`src/rtl/sram_port_sched.sv`:
```
// rtl/sram_port_sched.sv - two-client round-robin scheduler for one SRAM macro port with NAP control
module sram_port_sched #(
    parameter int          AW          = 13,
    parameter int          DW          = 32,
    parameter int          RD_LAT      = 1,
    parameter int          IDLE_CYCLES = 16,
    parameter int          WAKE_CYCLES = 2,
    parameter logic [3:0]  DVS_VAL     = 4'd0
) (
    input  logic          clk,
    input  logic          rst_n,
    input  logic          c0_req,
    input  logic          c0_we,
    input  logic [AW-1:0] c0_addr,
    input  logic [DW-1:0] c0_wdata,
    output logic          c0_gnt,
    output logic          c0_rvalid,
    input  logic          c1_req,
    input  logic          c1_we,
    input  logic [AW-1:0] c1_addr,
    input  logic [DW-1:0] c1_wdata,
    output logic          c1_gnt,
    output logic          c1_rvalid,
    output logic [DW-1:0] rdata,
    output logic          sram_csn,
    output logic          sram_wen,
    output logic [AW-1:0] sram_addr,
    output logic [DW-1:0] sram_din,
    input  logic [DW-1:0] sram_dout,
    output logic          sram_nap,
    output logic          sram_dvse,
    output logic [3:0]    sram_dvs,
    output logic          busy
);

    localparam logic [1:0] ST_ACTIVE = 2'd0;
    localparam logic [1:0] ST_SLEEP  = 2'd1;
    localparam logic [1:0] ST_WAKE   = 2'd2;

    // Counter widths; at least one bit so a zero IDLE_CYCLES still builds.
    localparam int IW = (IDLE_CYCLES < 2) ? 1 : $clog2(IDLE_CYCLES + 1);
    localparam int WW = (WAKE_CYCLES < 2) ? 1 : $clog2(WAKE_CYCLES);
    localparam logic [IW-1:0] IDLE_MAX = IW'(IDLE_CYCLES);
    localparam logic [WW-1:0] WAKE_END = WW'(WAKE_CYCLES - 1);

    logic [1:0]      r_state;
    logic            r_rr_ptr;
    logic [IW-1:0]   r_idle_cnt;
    logic [WW-1:0]   r_wake_cnt;
    logic            r_nap;
    logic            r_csn;
    logic            r_wen;
    logic [AW-1:0]   r_addr;
    logic [DW-1:0]   r_din;
    logic [RD_LAT:0] r_pipe_vld;
    logic [RD_LAT:0] r_pipe_id;
    logic [DW-1:0]   r_rdata;
    logic            r_c0_rvalid;
    logic            r_c1_rvalid;

    logic            w_active;
    logic            w_acc;
    logic            w_acc_id;
    logic            w_acc_we;
    logic [AW-1:0]   w_acc_addr;
    logic [DW-1:0]   w_acc_wdata;
    logic            w_push_rd;
    logic            w_pipe_empty;

    assign w_active     = (r_state == ST_ACTIVE);
    assign c0_gnt       = w_active & c0_req & (~c1_req | ~r_rr_ptr);
    assign c1_gnt       = w_active & c1_req & (~c0_req |  r_rr_ptr);
    assign w_acc        = c0_gnt | c1_gnt;
    assign w_acc_id     = c1_gnt;
    assign w_acc_we     = w_acc_id ? c1_we    : c0_we;
    assign w_acc_addr   = w_acc_id ? c1_addr  : c0_addr;
    assign w_acc_wdata  = w_acc_id ? c1_wdata : c0_wdata;
    assign w_push_rd    = w_acc & ~w_acc_we;
    assign w_pipe_empty = ~|r_pipe_vld;

    assign sram_csn  = r_csn;
    assign sram_wen  = r_wen;
    assign sram_addr = r_addr;
    assign sram_din  = r_din;
    assign sram_nap  = r_nap;
    assign sram_dvse = 1'b0;
    assign sram_dvs  = DVS_VAL;
    assign rdata     = r_rdata;
    assign c0_rvalid = r_c0_rvalid;
    assign c1_rvalid = r_c1_rvalid;
    assign busy      = ~w_pipe_empty | ~w_active;

    // Register the accepted command onto the macro pins; idle cycles deselect the port.
    always_ff @(posedge clk or negedge rst_n) begin
        if (!rst_n) begin
            r_csn  <= 1'b1;
            r_wen  <= 1'b1;
            r_addr <= '0;
            r_din  <= '0;
        end else if (w_acc) begin
            r_csn  <= 1'b0;
            r_wen  <= ~w_acc_we;
            r_addr <= w_acc_addr;
            r_din  <= w_acc_wdata;
        end else begin
            r_csn  <= 1'b1;
            r_wen  <= 1'b1;
        end
    end

    // Track read tags through the macro latency and return data to the issuing client.
    always_ff @(posedge clk or negedge rst_n) begin
        if (!rst_n) begin
            r_pipe_vld  <= '0;
            r_pipe_id   <= '0;
            r_rdata     <= '0;
            r_c0_rvalid <= 1'b0;
            r_c1_rvalid <= 1'b0;
        end else begin
            r_pipe_vld  <= {r_pipe_vld[RD_LAT-1:0], w_push_rd};
            r_pipe_id   <= {r_pipe_id[RD_LAT-1:0],  w_acc_id};
            r_c0_rvalid <= r_pipe_vld[RD_LAT] & ~r_pipe_id[RD_LAT];
            r_c1_rvalid <= r_pipe_vld[RD_LAT] &  r_pipe_id[RD_LAT];
            if (r_pipe_vld[RD_LAT]) begin
                r_rdata <= sram_dout;
            end
        end
    end

    // Round-robin pointer flips to the other client after every acceptance.
    always_ff @(posedge clk or negedge rst_n) begin
        if (!rst_n) begin
            r_rr_ptr <= 1'b0;
        end else if (w_acc) begin
            r_rr_ptr <= ~w_acc_id;
        end
    end

    // Power state machine: idle timeout into NAP, request-triggered wake sequence.
    always_ff @(posedge clk or negedge rst_n) begin
        if (!rst_n) begin
            r_state    <= ST_ACTIVE;
            r_idle_cnt <= '0;
            r_wake_cnt <= '0;
            r_nap      <= 1'b0;
        end else begin
            case (r_state)
                ST_ACTIVE: begin
                    if (w_acc) begin
                        r_idle_cnt <= '0;
                    end else begin
                        if (r_idle_cnt != IDLE_MAX) begin
                            r_idle_cnt <= r_idle_cnt + 1'b1;
                        end
                        // Never nap with a read still owed to a client.
                        if ((IDLE_CYCLES != 0) && (r_idle_cnt == IDLE_MAX) && w_pipe_empty) begin
                            r_state <= ST_SLEEP;
                            r_nap   <= 1'b1;
                        end
                    end
                end
                ST_SLEEP: begin
                    r_idle_cnt <= '0;
                    if (c0_req | c1_req) begin
                        r_state    <= ST_WAKE;
                        r_nap      <= 1'b0;
                        r_wake_cnt <= '0;
                    end
                end
                ST_WAKE: begin
                    r_idle_cnt <= '0;
                    if (r_wake_cnt == WAKE_END) begin
                        r_state <= ST_ACTIVE;
                    end else begin
                        r_wake_cnt <= r_wake_cnt + 1'b1;
                    end
                end
                default: begin
                    r_state <= ST_ACTIVE;
                    r_nap   <= 1'b0;
                end
            endcase
        end
    end

endmodule

```
`config.mk`:
```
export PLATFORM = sky130hd
export DESIGN_NAME = sram_port_sched
export DESIGN_NICKNAME = d
export VERILOG_FILES = /design/src/rtl/sram_port_sched.sv
export SDC_FILE = /design/constraint.sdc
export NUM_CORES = 1
export LEC_CHECK = 0
export ABC_CLOCK_PERIOD_IN_PS = 1800
export CAP_MARGIN = 30
export CORE_ASPECT_RATIO = 1.25
export CORE_UTILIZATION = 30
export CTS_BUF_LIST = sky130_fd_sc_hd__clkbuf_4 sky130_fd_sc_hd__clkbuf_8 sky130_fd_sc_hd__clkbuf_16
export CTS_CLUSTER_SIZE = 12
export DETAILED_ROUTE_END_ITERATION = 16
export GPL_TIMING_DRIVEN = 1
export PLACE_DENSITY = 0.6
export SYNTH_ARGS = -nofsm -noshare
export SYNTH_HDL_FRONTEND = slang
export SYNTH_SLANG_ARGS = --single-unit
```
`constraint.sdc`:
```
create_clock -name clk -period 1.8 [get_ports clk]
set_input_delay 0.45 -clock clk [delete_from_list [all_inputs] [get_ports clk]]
set_output_delay 0.45 -clock clk [all_outputs]
set_load 0.01 [all_outputs]
```
==> key figures <==
Status
  • Status: finished, violations left
  • Failing checks: setup timing

Route
  • DR iter-0 viols: 53
  • Via density: 4.463
  • Routed via count: 3343
  • Number of remaining DRC errors: 0
  • Routed len/inst: 14.82 um
  • Detailed Route WL: 11.10 mm
  • DRT antenna net count: 0
  • TritonRoute pass-1 iters: 4

Clock tree
  • Clk root buf: clkbuf_16
  • CTS Hold Buffers Added: 0
  • Sink Count: 95
  • CTS Buf Count: 9
  • CTS Buffer Depth: 2
  • Clk Latency, worst-skew pair: 0.34 ns
  • Register clock-pin slew on the reported worst setup and hold paths: 0.07 ns
  • H-tree depth: 3
  • CTS tree: built

Place
  • Hpwl dp: 8.506 mm
  • Placer's final routability congestion estimate: 0.7268
  • # placed instances: 729
  • Port Buffers: 212
  • DP Worst Slack: -0.5340 ns
  • Area after DPL: 6634 sq um

Synthesis
  • Post-synthesis cell type count: 37
  • Post-Synth XOR/XNOR Area: 0.4182%
  • Synthesis-stage register bit count: 95
  • Mux contribution to synthesized area: 20.67%
  • Largest family of logic cells by synthesized area: multiplexers
  • Yosys top cell by area: dfrtp_1
  • Average cell area after synthesis: 12.18 sq um
  • Synth top area cells: dfrtp_1 56%, mux2i_1 11%, mux2_1 9.7%, o21ai_1 5.7%, nand2_1 4.5%
  • Synth Area in Compound Gates: 8.094%
  • Synthesized-area fraction occupied by adder cells: 2.389%
  • Register area share after synthesis: 56.81%
  • Yosys top cell area share: 55.56%
  • Post-Synth Simple-Gate Area: 7.198%
  • Yosys warnings: 0
  • Cells after Synth: 344
  • Mapped cell area: 4189 sq um

STA
  • Fin crit share: 103.8%
  • Max-slew violations: 0
  • RSZ-0062 raised after global routing: yes
  • Worst Skew: 0.008596 ns
  • Hold slack: 0.01792 ns
  • Worst setup margin: -0.06873 ns
  • Max Fclk: 0.5351 GHz
  • Final hold viol count: 0
  • Fin crit period: 1.869 ns
  • Setup TNS: -0.06873 ns
  • # setup viols final: 1

Power
  • Pint: 7.425 mW
  • Overall power: 11.03 mW
  • Power Dens Cells: 1567 nW/um^2
  • Clock power share: 19.0%
  • Max IR drop VDD: 0.0007443 V
  • Leakage power total: 3.240 nW
  • Power share of the combinational group: 48.1%
  • Switching share of power: 32.65%
  • P_sw: 3.600 mW
  • Sequential share of power: 32.9%

Critical path
  • CP Capture Type: output port
  • Worst path arrival time: 1.42 ns
  • CP delay by family, top: flip-flops
  • Crit path max fanout: 2
  • Worst path bufs/invs: 3
  • Critical path class: reg2out
  • Critical path's largest stage delay: 0.40 ns
  • Crit path depth: 5
  • Flop2flop setup slack: 0.08 ns
  • Reg2Reg Depth: 8
  • CP cell instances: inv_2 -> ha_4 -> inv_4 -> a211oi_4 -> buf_2
  • Worst setup SP type: flip-flop
  • Req. time, crit path: 1.35 ns
  • Crit-path slowest cell: dfrtp_1

Layout
  • Area grow syn2layout: 68.01%
  • Cell Count, Final, Fillers Out: 749
  • Util after Layout: 52.49%
  • Post-route design area: 7038 sq um
  • Ratio of cells with drive above 1 in the final layout: 11.25%
  • N_diodes: 0
  • Nets: 709

Global route
  • Vias in the first global route: 3621
  • Tot GR Track Use: 15.94%
  • Antenna violations before repair: 0
  • Grt total ovfl: 0
  • Largest net degree at the start of global routing: 54
  • First-pass GRT wire length: 17.74 mm

Floorplanning
  • I/O Pins: 218
  • Site Rows: 47
  • Area of the core: 13410 sq um
  • Die area: 14440 sq um
  • Initial Utilization: 31.24%
  • Die span in y: 134.1 um
  • Die width: 107.7 um

Worst hold path
  • Hold Path Class: in2async

Flow run
  • Max Cap Viol: 0
## path summary, 6_finish.rpt
kind                              startpoint            to
worst max register to register    r_state[0]    r_state[0]
min in group clk                r_pipe_id[0]  r_pipe_id[1]
worst max-delay path              r_state[0]        c0_gnt
worst min register to register  r_pipe_id[0]  r_pipe_id[1]
max in group asynchronous              rst_n      sram_wen
worst min-delay path                   rst_n     rdata[20]
## what timing repair did
action	in CTS	in global routing
setup endpoints to repair	25	8
buffers inserted	3	1
pin swaps	2	3
gates resized for setup	22	12
## area by class of cell
cell class / instances / area, sq um
Multi-Input combinational cell: 221 / 1700
Timing Repair Buffer: 238 / 2382
Tap cell: 171 / 214.0
Inverter: 8 / 32.53
Clock inverter: 6 / 90.09
Clock buffer: 10 / 239.0
Fill cell: 1200 / 6370
Sequential cell: 95 / 2380
## Yosys cell counts
| master | n |
|---|---|
| a211oi_1 | 1 |
| a21o_1 | 1 |
| a21oi_1 | 2 |
| a22o_1 | 1 |
| a31oi_4 | 1 |
| a41oi_1 | 1 |
| and2_1 | 1 |
| and3_1 | 1 |
| and4bb_4 | 1 |
| buf_2 | 10 |
| buf_4 | 5 |
| buf_6 | 4 |
| clkbuf_1 | 5 |
| conb_1 | 1 |
| dfrtp_1 | 93 |
| dfstp_2 | 2 |
| ha_1 | 8 |
| inv_1 | 6 |
| inv_2 | 2 |
| mux2_1 | 36 |
| mux2i_1 | 46 |
| nand2_1 | 50 |
| nand2b_1 | 1 |
| nand3_1 | 2 |
| nand3b_1 | 2 |
| nand4b_1 | 1 |
| nor2_1 | 2 |
| nor2_4 | 1 |
| nor2b_1 | 2 |
| nor3b_1 | 1 |
| o211ai_2 | 1 |
| o21ai_1 | 48 |
| o21bai_1 | 1 |
| o221ai_2 | 1 |
| or2_1 | 1 |
| xnor2_1 | 1 |
| xor2_1 | 1 |
## sequential cells by signal, indices dropped and copies added, names as in the netlist
signal,flops
c0_rvalid,1
sram_addr,13
sram_din,32
sram_nap,1
r_pipe_id,2
r_idle_cnt,5
r_rr_ptr,1
r_wake_cnt,1
r_pipe_vld,2
sram_wen,1
rdata,32
r_state,2
c1_rvalid,1
sram_csn,1
## per-layer routing
layer  GRT usage, %  share of wire (%)
met4          6.849                2.1
met1          17.93                 40
met2          28.06                 50
met3          4.276                8.4
met5              0                  0
## layout by cell type, fill, tap and decap left out, types with 2 or more instances in the layout
cell type        Yosys  routed
mux2i_1             46      46
buf_4                5      19
a21oi_1              2       2
buf_2               10       2
nand3b_1             2       2
mux2_1              36      34
mux2_4               0       2
nor2_1               2       2
conb_1               1       5
clkdlybuf4s50_1      0     204
inv_1                6       2
nand3_1              2       2
dlygate4sd2_1        0       3
ha_1                 8       7
bufinv_16            0       2
o21ai_1             48      47
clkbuf_16            0       9
inv_6                0       2
buf_12               0       5
dfstp_2              2       2
nand2_1             50      50
buf_6                4       3
nor2b_1              2       2
inv_2                2       5
dfrtp_1             93      93
## cells by family (layout without fill, tap and decap cells)
logic type / count (synthesis) / in the layout
AOI/OAI and AO/OA: 58 / 58
adders and majority gates: 8 / 8
buffers and inverters: 32 / 262
xor gates and xnor gates: 2 / 2
muxes: 82 / 82
other: 1 / 5
and+or+nand+nor: 66 / 66
DFF: 95 / 95
## power groups by stage
stage / clock network, mW / logic, mW / registers, mW
2_1_floorplan: 0 / 1.92 / 4.06
3_3_place_gp: 0 / 5.15 / 3.62
3_5_place_dp: 0 / 5.24 / 3.67
4_1_cts: 2.16 / 5.29 / 3.64
5_1_grt: 2.26 / 5.80 / 3.77
6_report: 2.10 / 5.30 / 3.63
(Power assumes the default switching activity.)
